File: config.mk
export PLATFORM = sky130hd
export DESIGN_NAME = mux_tree_cfgchain
export DESIGN_NICKNAME = d
export VERILOG_FILES = /design/src/rtl/mux_tree_cfgchain.sv
export SDC_FILE = /design/constraint.sdc
export NUM_CORES = 1
export LEC_CHECK = 0
export ABC_AREA = 1
export CORE_ASPECT_RATIO = 1.25
export CORE_UTILIZATION = 37
export CTS_BUF_LIST = sky130_fd_sc_hd__clkbuf_8
export DETAILED_ROUTE_END_ITERATION = 10
export RECOVER_POWER = 25
export SLEW_MARGIN = 0
export SYNTH_ARGS = -nofsm -noshare
export SYNTH_HDL_FRONTEND = slang
export SYNTH_SLANG_ARGS = --single-unit
export TNS_END_PERCENT = 20
File: constraint.sdc
create_clock -name prog_clk -period 1.3 [get_ports prog_clk]
set_clock_uncertainty 0.1 [all_clocks]
set_input_delay 0.195 -clock prog_clk [delete_from_list [all_inputs] [get_ports prog_clk]]
set_output_delay 0.195 -clock prog_clk [all_outputs]
set_load 0.02 [all_outputs]
File: src/rtl/mux_tree_cfgchain.sv
// Routing mux tree with a private serial configuration chain.
// Select bits are shifted in, odd-parity checked, then committed atomically.
module mux_tree_cfgchain #(
    parameter int unsigned NUM_IN = 10,
    parameter int unsigned SEL_W  = $clog2(NUM_IN + 1)
) (
    input  logic              prog_clk,
    input  logic              pReset,
    input  logic              cfg_en,
    input  logic              ccff_head,
    input  logic [NUM_IN-1:0] in,
    output logic              out,
    output logic              ccff_tail,
    output logic              cfg_done,
    output logic              cfg_err
);

    localparam int unsigned WORD_W  = SEL_W + 1;
    localparam int unsigned CNT_MAX = WORD_W + 1;
    localparam int unsigned CNT_W   = $clog2(CNT_MAX + 1);
    localparam int unsigned SPAN    = 2 ** SEL_W;

    typedef enum logic {IDLE, SHIFT} state_t;

    state_t            state;
    logic [WORD_W-1:0] sr;
    logic [CNT_W-1:0]  cnt;
    logic [SEL_W-1:0]  sel_q;
    logic [SPAN-1:0]   in_ext;
    logic              word_ok;

    // Unused select codes index into the all-ones padding, routing const1.
    always_comb begin
        in_ext  = {{(SPAN - NUM_IN){1'b1}}, in};
        out     = in_ext[sel_q];
        word_ok = (cnt == CNT_W'(WORD_W)) && (^sr);
    end

    assign ccff_tail = sr[WORD_W-1];

    always_ff @(posedge prog_clk or posedge pReset) begin
        if (pReset) begin
            state    <= IDLE;
            sr       <= '0;
            cnt      <= '0;
            sel_q    <= '1;
            cfg_done <= 1'b0;
            cfg_err  <= 1'b0;
        end else begin
            cfg_done <= 1'b0;
            case (state)
                IDLE: begin
                    if (cfg_en) begin
                        sr    <= {sr[WORD_W-2:0], ccff_head};
                        cnt   <= CNT_W'(1);
                        state <= SHIFT;
                    end
                end
                SHIFT: begin
                    if (cfg_en) begin
                        sr <= {sr[WORD_W-2:0], ccff_head};
                        // Saturate one past a full word so overrun stays visible.
                        if (cnt != CNT_W'(CNT_MAX))
                            cnt <= cnt + CNT_W'(1);
                    end else begin
                        cnt      <= '0;
                        state    <= IDLE;
                        cfg_done <= 1'b1;
                        if (word_ok) begin
                            sel_q   <= sr[WORD_W-1:1];
                            cfg_err <= 1'b0;
                        end else begin
                            cfg_err <= 1'b1;
                        end
                    end
                end
                default: state <= IDLE;
            endcase
        end
    end

endmodule
Word level (Yosys, flattened, before mapping)
Index checks and enable logic that the tools add are counted.
W data, S select, Z words.
- register bits: 15
- input bits: 14
- word-level logic and storage cells: 30
- $add $sub $neg: 1
- magnitude comparators: 1
- reduce and logical (&&, ||, !) cells: 5
- multiplexer cells: 11
- equal/unequal tests: 4
- bitwise operators: 2
- operators by type and width (cell ; number):
    $mux W3 ; 3
    $pmux W3 S2 ; 1
    $lt A4 B5 Y1 const B ; 1
    $mux W1 ; 5
    $mux W5 ; 1
    $reduce_xor A5 Y1 ; 1
    $bmux W1 S4 ; 1
    $reduce_and A2 Y1 ; 2
    $add A3 B1 Y3 const B ; 1
    $eq A3 B3 Y1 const B ; 1
    $ne A3 B2 Y1 const B ; 1
    $ne A3 B3 Y1 const B ; 1
    $reduce_and A3 Y1 ; 1
    $ne A2 B2 Y1 const B ; 1
    $not A1 Y1 ; 2
    $logic_and A1 B1 Y1 ; 1

Logic depth before layout (Yosys ltp)
Gate-level depths: netlist of run 1.
- depth in word-level cells: 4
- depth in mapped cells: 9
- mapped depth without buffers: 9

Worst setup path before layout of run 1
No wires, ideal clock.
- kind: register to output
- start point: register sel_q[0]
- end point: output port out
- data required time: 1.005 ns
- arrival time: 1.065 ns
- path slack: -0.060 ns
- stages on the path, launching flop included: 8
- cells stage by stage: dfstp_2 -> inv_2 -> nor2_1 -> nor2_1 -> o21ai_0 -> nand3b_1 -> nand3b_1 -> nand2_1
- word-level cells in the longest chain between the ends: 2
- RTL lines (what ; RTL line ; RTL):
    start: declaration ; 28 ; logic [SEL_W-1:0] sel_q;
    start signal: assignment ; 70 ; sel_q <= sr[WORD_W-1:1];
    $bmux W1 S4 ; 35 ; out = in_ext[sel_q];
    $mux W1 (implied by the code) ; 35 ;
    end: declaration ; 12 ; output logic out,
No other way between the ends. The select of a mux whose other input is x is not followed.

Worst setup path after layout of run 1
Same ends and word-level chain as after synthesis.

==> results.ini, run 1 <==
[grt]
grt_pass1_vias = 737
grt_max_degree = 16
grt_overflow = 0
antenna_found_initial = 0
grt_usage_pct = 15.2
grt_first_pass_wirelength_um = 2860

[setup_path]
worstPathRequired_ns = 1.00
worst_setup_path_end_kind = output pin
arrival_ns = 1.50
cp_max_fo = 5
cpMaxStageDelayCell = dfstp_2
crit_path_start_kind = flop
cp_cell_sequence = inv_4 > nor2_2 > nor2_1 > o21ai_1 > nand3_1 > nand3b_1 > nand2_2 > buf_6
rrSetupSlack_ns = 0.05
rr_startpoint = cnt[0]
rr_worst_depth = 7
reg2reg_to = cnt[2]
critPathMaxStageDelay_ns = 0.60
crit_type = flop to output pin

[place]
placedCellCount = 167
dp_hpwl_um = 1430
io_buffer_count = 17
gp_congestion = 0.770

[synth]
synth_xor_area_share_pct = 0
synth.ff_latch_count = 15
avgSynthCellArea_sq_um = 7.75
yosys-top-cells-area = dfrtp_1, nand2_1, dfstp_2, nand3_1, o21ai_0
yosysTopAreaCell = dfrtp_1
synth_top_family_by_area = simple AND/OR/NAND/NOR gates
synth-compound-area-share_pct = 9.21
yosysTopAreaCellShare_pct = 31.2
synth_area_sq_um = 883
netlist_instances = 114
ys_warn_count = 0
ys_seq_area_share_pct = 43.1
synth.mux.area_fraction_pct = 0
syn_nets = 131
ys_types = 21
synth-simple-area-share_pct = 37.1
synthAdderAreaFrac_pct = 4.25

[final_layout]
stdcell_count = 172
syn2layout_area_growth_pct = 36.5
n_antenna_cell = 0
layout-drive-gt1-share_pct = 29.1
nets = 159
mostFrequentLayoutCells = nand2_1, clkdlybuf4s50_1, nand2_2
utilization_pct = 54.0
final_common_cell = nand2_1
fillers = 229
seq_area_sq_um = 382
multi_input_area_sq_um = 467

[route]
detail-route-antenna-nets = 0
routedWlPerCell_um = 10.6
via_per_inst = 4.65
num_vias = 800
remaining_drc_errors = 0
drt-initial-drc-count = 6
drt_pre_antenna_iters = 4
drt-total-wl_um = 1820

[clock_tree]
cts-root-buf = clkbuf_8
max-clock-path-buffers = 2
clock_latency_ns = 0.25
htree_levels = 1
clk_pin_slew_ns = 0.06
cts_tree = built
clock_sinks = 15
hold_buffers = 0
cts_made_buffers = 3

[pwr]
ir_worst_vdd_v = 0.000639
p_per_area_mw_per_mm2 = 1150
cellLeakagePower_uw = 0.000583

[die]
fp-row-count = 19
dieHeight_um = 56.6
die_area_sq_mm = 0.00259
die_w_um = 45.7
ios = 18
start_util_pct = 39.5
coreArea_sq_mm = 0.00223

[timing]
fmaxAchievable_mhz = 557
final.period_utilization_pct = 138
hold_ws_ns = 0.330
tns_ns = -0.495
rsz0062_at_grt = true
slew_headroom_pct = 75.3
slew_violations = 0
tightest_slew_ns = 0.370
setup_slack_ns = -0.495
period_minus_slack_ns = 1.80
timing_hold_violations_final = 0
setup_violations = 1

[run_status]
status = finished with violations
violations = negative setup slack

[run]
drv_cap = 0

[min_path]
min_path_type = input pin to async pin

what timing repair did:
item,4_1_cts,5_1_grt
pin swaps,3,1
buffers inserted,1,0
gates resized for setup,12,10
setup endpoints to repair,9,8
metrics by stage:
stage / worst slack [ns] / power, uW / area [sq um]
after global placement: -0.673 / 981 / 1140
after CTS: -0.510 / 1390 / 1190
final: -0.495 / 1390 / 1210
after detailed placement: -0.704 / 993 / 1140
after floorplan: -0.0365 / 834 / 886
after global routing: -0.559 / 1480 / 1210
per-layer routing:
layer	track usage [%]	wire, um	vias up
li1	-	-	421
met1	15.9	735	359
met2	27.1	973	16
met3	3.22	75	4
met4	7.56	36	0
met5	0	0	-
kinds of logic after synthesis:
kind of cell / Yosys count
flops: 15
simple gates: 66
fa+ha+maj: 3
buf+inv: 15
compound gates: 15
how the worst max path moves through the flow:
stage	start	end	slack, ns
3_3_place_gp	in[2]	out	-0.67
3_5_place_dp	in[2]	out	-0.70
5_1_grt	sel_q[0]	out	-0.56
6_report	sel_q[0]	out	-0.50
2_1_floorplan	sel_q[0]	out	-0.04
4_1_cts	sel_q[0]	out	-0.51
sequential cells by signal, indices dropped and copies added (netlist names):
name and count:
sr 5, sel_q 4, cnt 3, cfg_done 1, cfg_err 1, state 1
power breakdown:
| group | switching [uW] | internal (uW) |
|---|---|---|
| Clock | 172 | 213 |
| Sequential | 50.2 | 528 |
| Combinational | 232 | 191 |
| Total | 455 | 932 |
Yosys cell counts:
cell type / count
o211ai_1: 1
nand3_1: 11
a21oi_1: 1
nand3_2: 1
o21ai_0: 10
nor2_1: 11
dfrtp_1: 11
o22ai_1: 1
or2_4: 1
dfstp_2: 4
nor2_8: 1
nand2_2: 7
o21ai_1: 1
clkbuf_1: 1
nand2_1: 31
inv_2: 4
inv_1: 10
nand3b_1: 2
nand3_4: 1
ha_1: 3
a22oi_1: 1
critical path: cells and delay by family (launching register included):
kind / cells / cell delay (ns)
compound gates: 1 / 0.08
flops: 1 / 0.60
simple gates: 5 / 0.37
buf+inv: 2 / 0.20
final cells by class:
type,count,share of cell area [%]
multi-input combinational,84,38.7
timing repair buffer,24,18.0
sequential,15,31.6
clock buffer,3,3.42
inverter,14,4.56
clock inverter,1,0.415
tap,31,3.22
(Power assumes the default switching activity.)
==> run 2, diff against run 1 <==
- CORE_ASPECT_RATIO: 1.25 -> 1.4
- CORE_UTILIZATION: 37 -> 43
- PLACE_DENSITY: unset -> 0.71
==> run 2 against run 1 <==
Compared with the run above:
- the flow still finishes with violations (negative setup slack)
- count of clock-buffer cells in the layout stayed put
- power is 0.32% higher
- fmax is 2.0% higher
- flip-flop and latch count stayed put
- wire length is 10% higher
- clock power is 4% lower
- die area is 13% lower
- critical path depth stayed put
- global-route usage is 4.7 points higher
==> results.ini, run 2 (same netlist as run 1, synthesis figures left out) <==
[final_layout]
reg_top3 = sr: 5 flops, sel_q: 4 flops, cnt: 3 flops
regMostFlops = sr
fin_area_sq_mm = 0.00120
syn2layout_area_growth_pct = 35.8
stdcell_count = 164
final_common_cell = nand2_1
layout-drive-gt1-share_pct = 28.7
mostFrequentLayoutCells = nand2_1, clkdlybuf4s50_1, nor2_1, nand2_2, nand3_1
n_antenna_cell = 0
largest_reg_flops = 5
nets = 161

[setup_path]
crit_path_start_kind = flop
cp_cell_sequence = inv_2 > nor2_1 > nor2_1 > o21ai_1 > nand3b_1 > nand3b_1 > nand2_2 > buf_6
rr_startpoint = cnt[0]
cpMaxStageDelayCell = dfstp_2
rrSetupSlack_ns = 0.01
worst_setup_path_end_kind = output pin
crit_type = flop to output pin
critical-path-top-delay-family = flip-flops
critPathMaxStageDelay_ns = 0.55
arrival_ns = 1.47
reg2reg_to = cnt[2]
rr_worst_depth = 7
cp.buffers_inverters = 2
cp_max_fo = 5
worstPathRequired_ns = 1.00
path_depth = 8

[place]
gp_congestion = 0.807
placed_area_sq_mm = 0.00113
io_buffer_count = 17
dp_hpwl_um = 1540
placedCellCount = 158

[route]
num_vias = 832
drt-initial-drc-count = 27
detail-route-antenna-nets = 0
wl_met1_um = 728
drt-total-wl_um = 2000
highest_layer = met4
met3WireLength_um = 76
drt_pre_antenna_iters = 4
routedWlPerCell_um = 12.2
remaining_drc_errors = 0
via_per_inst = 5.07
wl_met2_um = 1140

[die]
fp-row-count = 19
coreArea_sq_mm = 0.00195
start_util_pct = 45.3
dieHeight_um = 55.6
die_w_um = 40.3
die_area_sq_mm = 0.00224
ios = 18

[grt]
grt_usage_pct = 20.0
antenna_found_initial = 0
grt_first_pass_wirelength_um = 3130
grt_overflow = 0
grt_pass1_vias = 824
grt_max_degree = 16

[timing]
timing_hold_violations_final = 0
setup_violations = 1
rsz0062_at_grt = true
fmaxAchievable_mhz = 568
final.period_utilization_pct = 135
period_minus_slack_ns = 1.76
tightest_slew_ns = 0.795
tns_ns = -0.461
slew_headroom_pct = 47.0
setup_slack_ns = -0.461
hold_ws_ns = 0.361
slew_violations = 0

[clock_tree]
cts-root-buf = clkbuf_8
htree_levels = 1
max-clock-path-buffers = 2
clock_latency_ns = 0.25
clock_sinks = 15
cts_made_buffers = 3
cts_tree = built
clk_pin_slew_ns = 0.06

[min_path]
min_path_type = input pin to async pin

[pwr]
total_power_uw = 1390
p_per_area_mw_per_mm2 = 1160
ir_worst_vdd_v = 0.000930
cellLeakagePower_uw = 0.000590

[run]
drv_cap = 0

[run_status]
violations = negative setup slack
status = finished with violations

run 2: report_power, final:
group	internal (uW)	total [uW]	switching [uW]
combinational	202	442	241
clock	209	369	160
sequential	529	580	50.6
total	940	1390	451
run 2: metrics by stage:
stage,utilization (%),worst slack [ns]
5_1_grt,61.6,-0.559
2_1_floorplan,-,-0.0365
4_1_cts,61.6,-0.469
3_5_place_dp,58.0,-0.721
3_3_place_gp,58.0,-0.667
6_report,61.6,-0.461
run 2: worst max path at each step:
stage,endpoint,start,slack (ns)
floorplan,out,sel_q[0],-0.04
global placement,out,in[1],-0.67
detailed placement,out,in[1],-0.72
global route,out,sel_q[0],-0.56
finish,out,sel_q[0],-0.46
CTS,out,sel_q[0],-0.47
run 2: timing repair:
action,in CTS,in global routing
setup endpoints to repair,9,9
buffers inserted,2,0
hold buffers,0,0
cloned,0,0
pin swaps,3,2
gates resized for setup,14,5
run 2: final cells by class:
type,count,area (sq um)
inverters,14,52.6
clock inverters,1,3.75
repair buffers,26,231
clock buffers,3,41.3
multi-input cells,84,462
fillers,185,749
well taps,21,26.3
flip-flops and latches,15,383
run 2: tightest hold or removal path, delay by kind of cell:
family / cells / cell delay, ns
buf+inv: 3 / 1.04
run 2: per-layer routing:
layer | global-route usage [%] | up-vias
li1 | - | 423
met3 | 4.00 | 7
met5 | 0 | -
met4 | 8.57 | 0
met2 | 37.6 | 20
met1 | 18.3 | 382
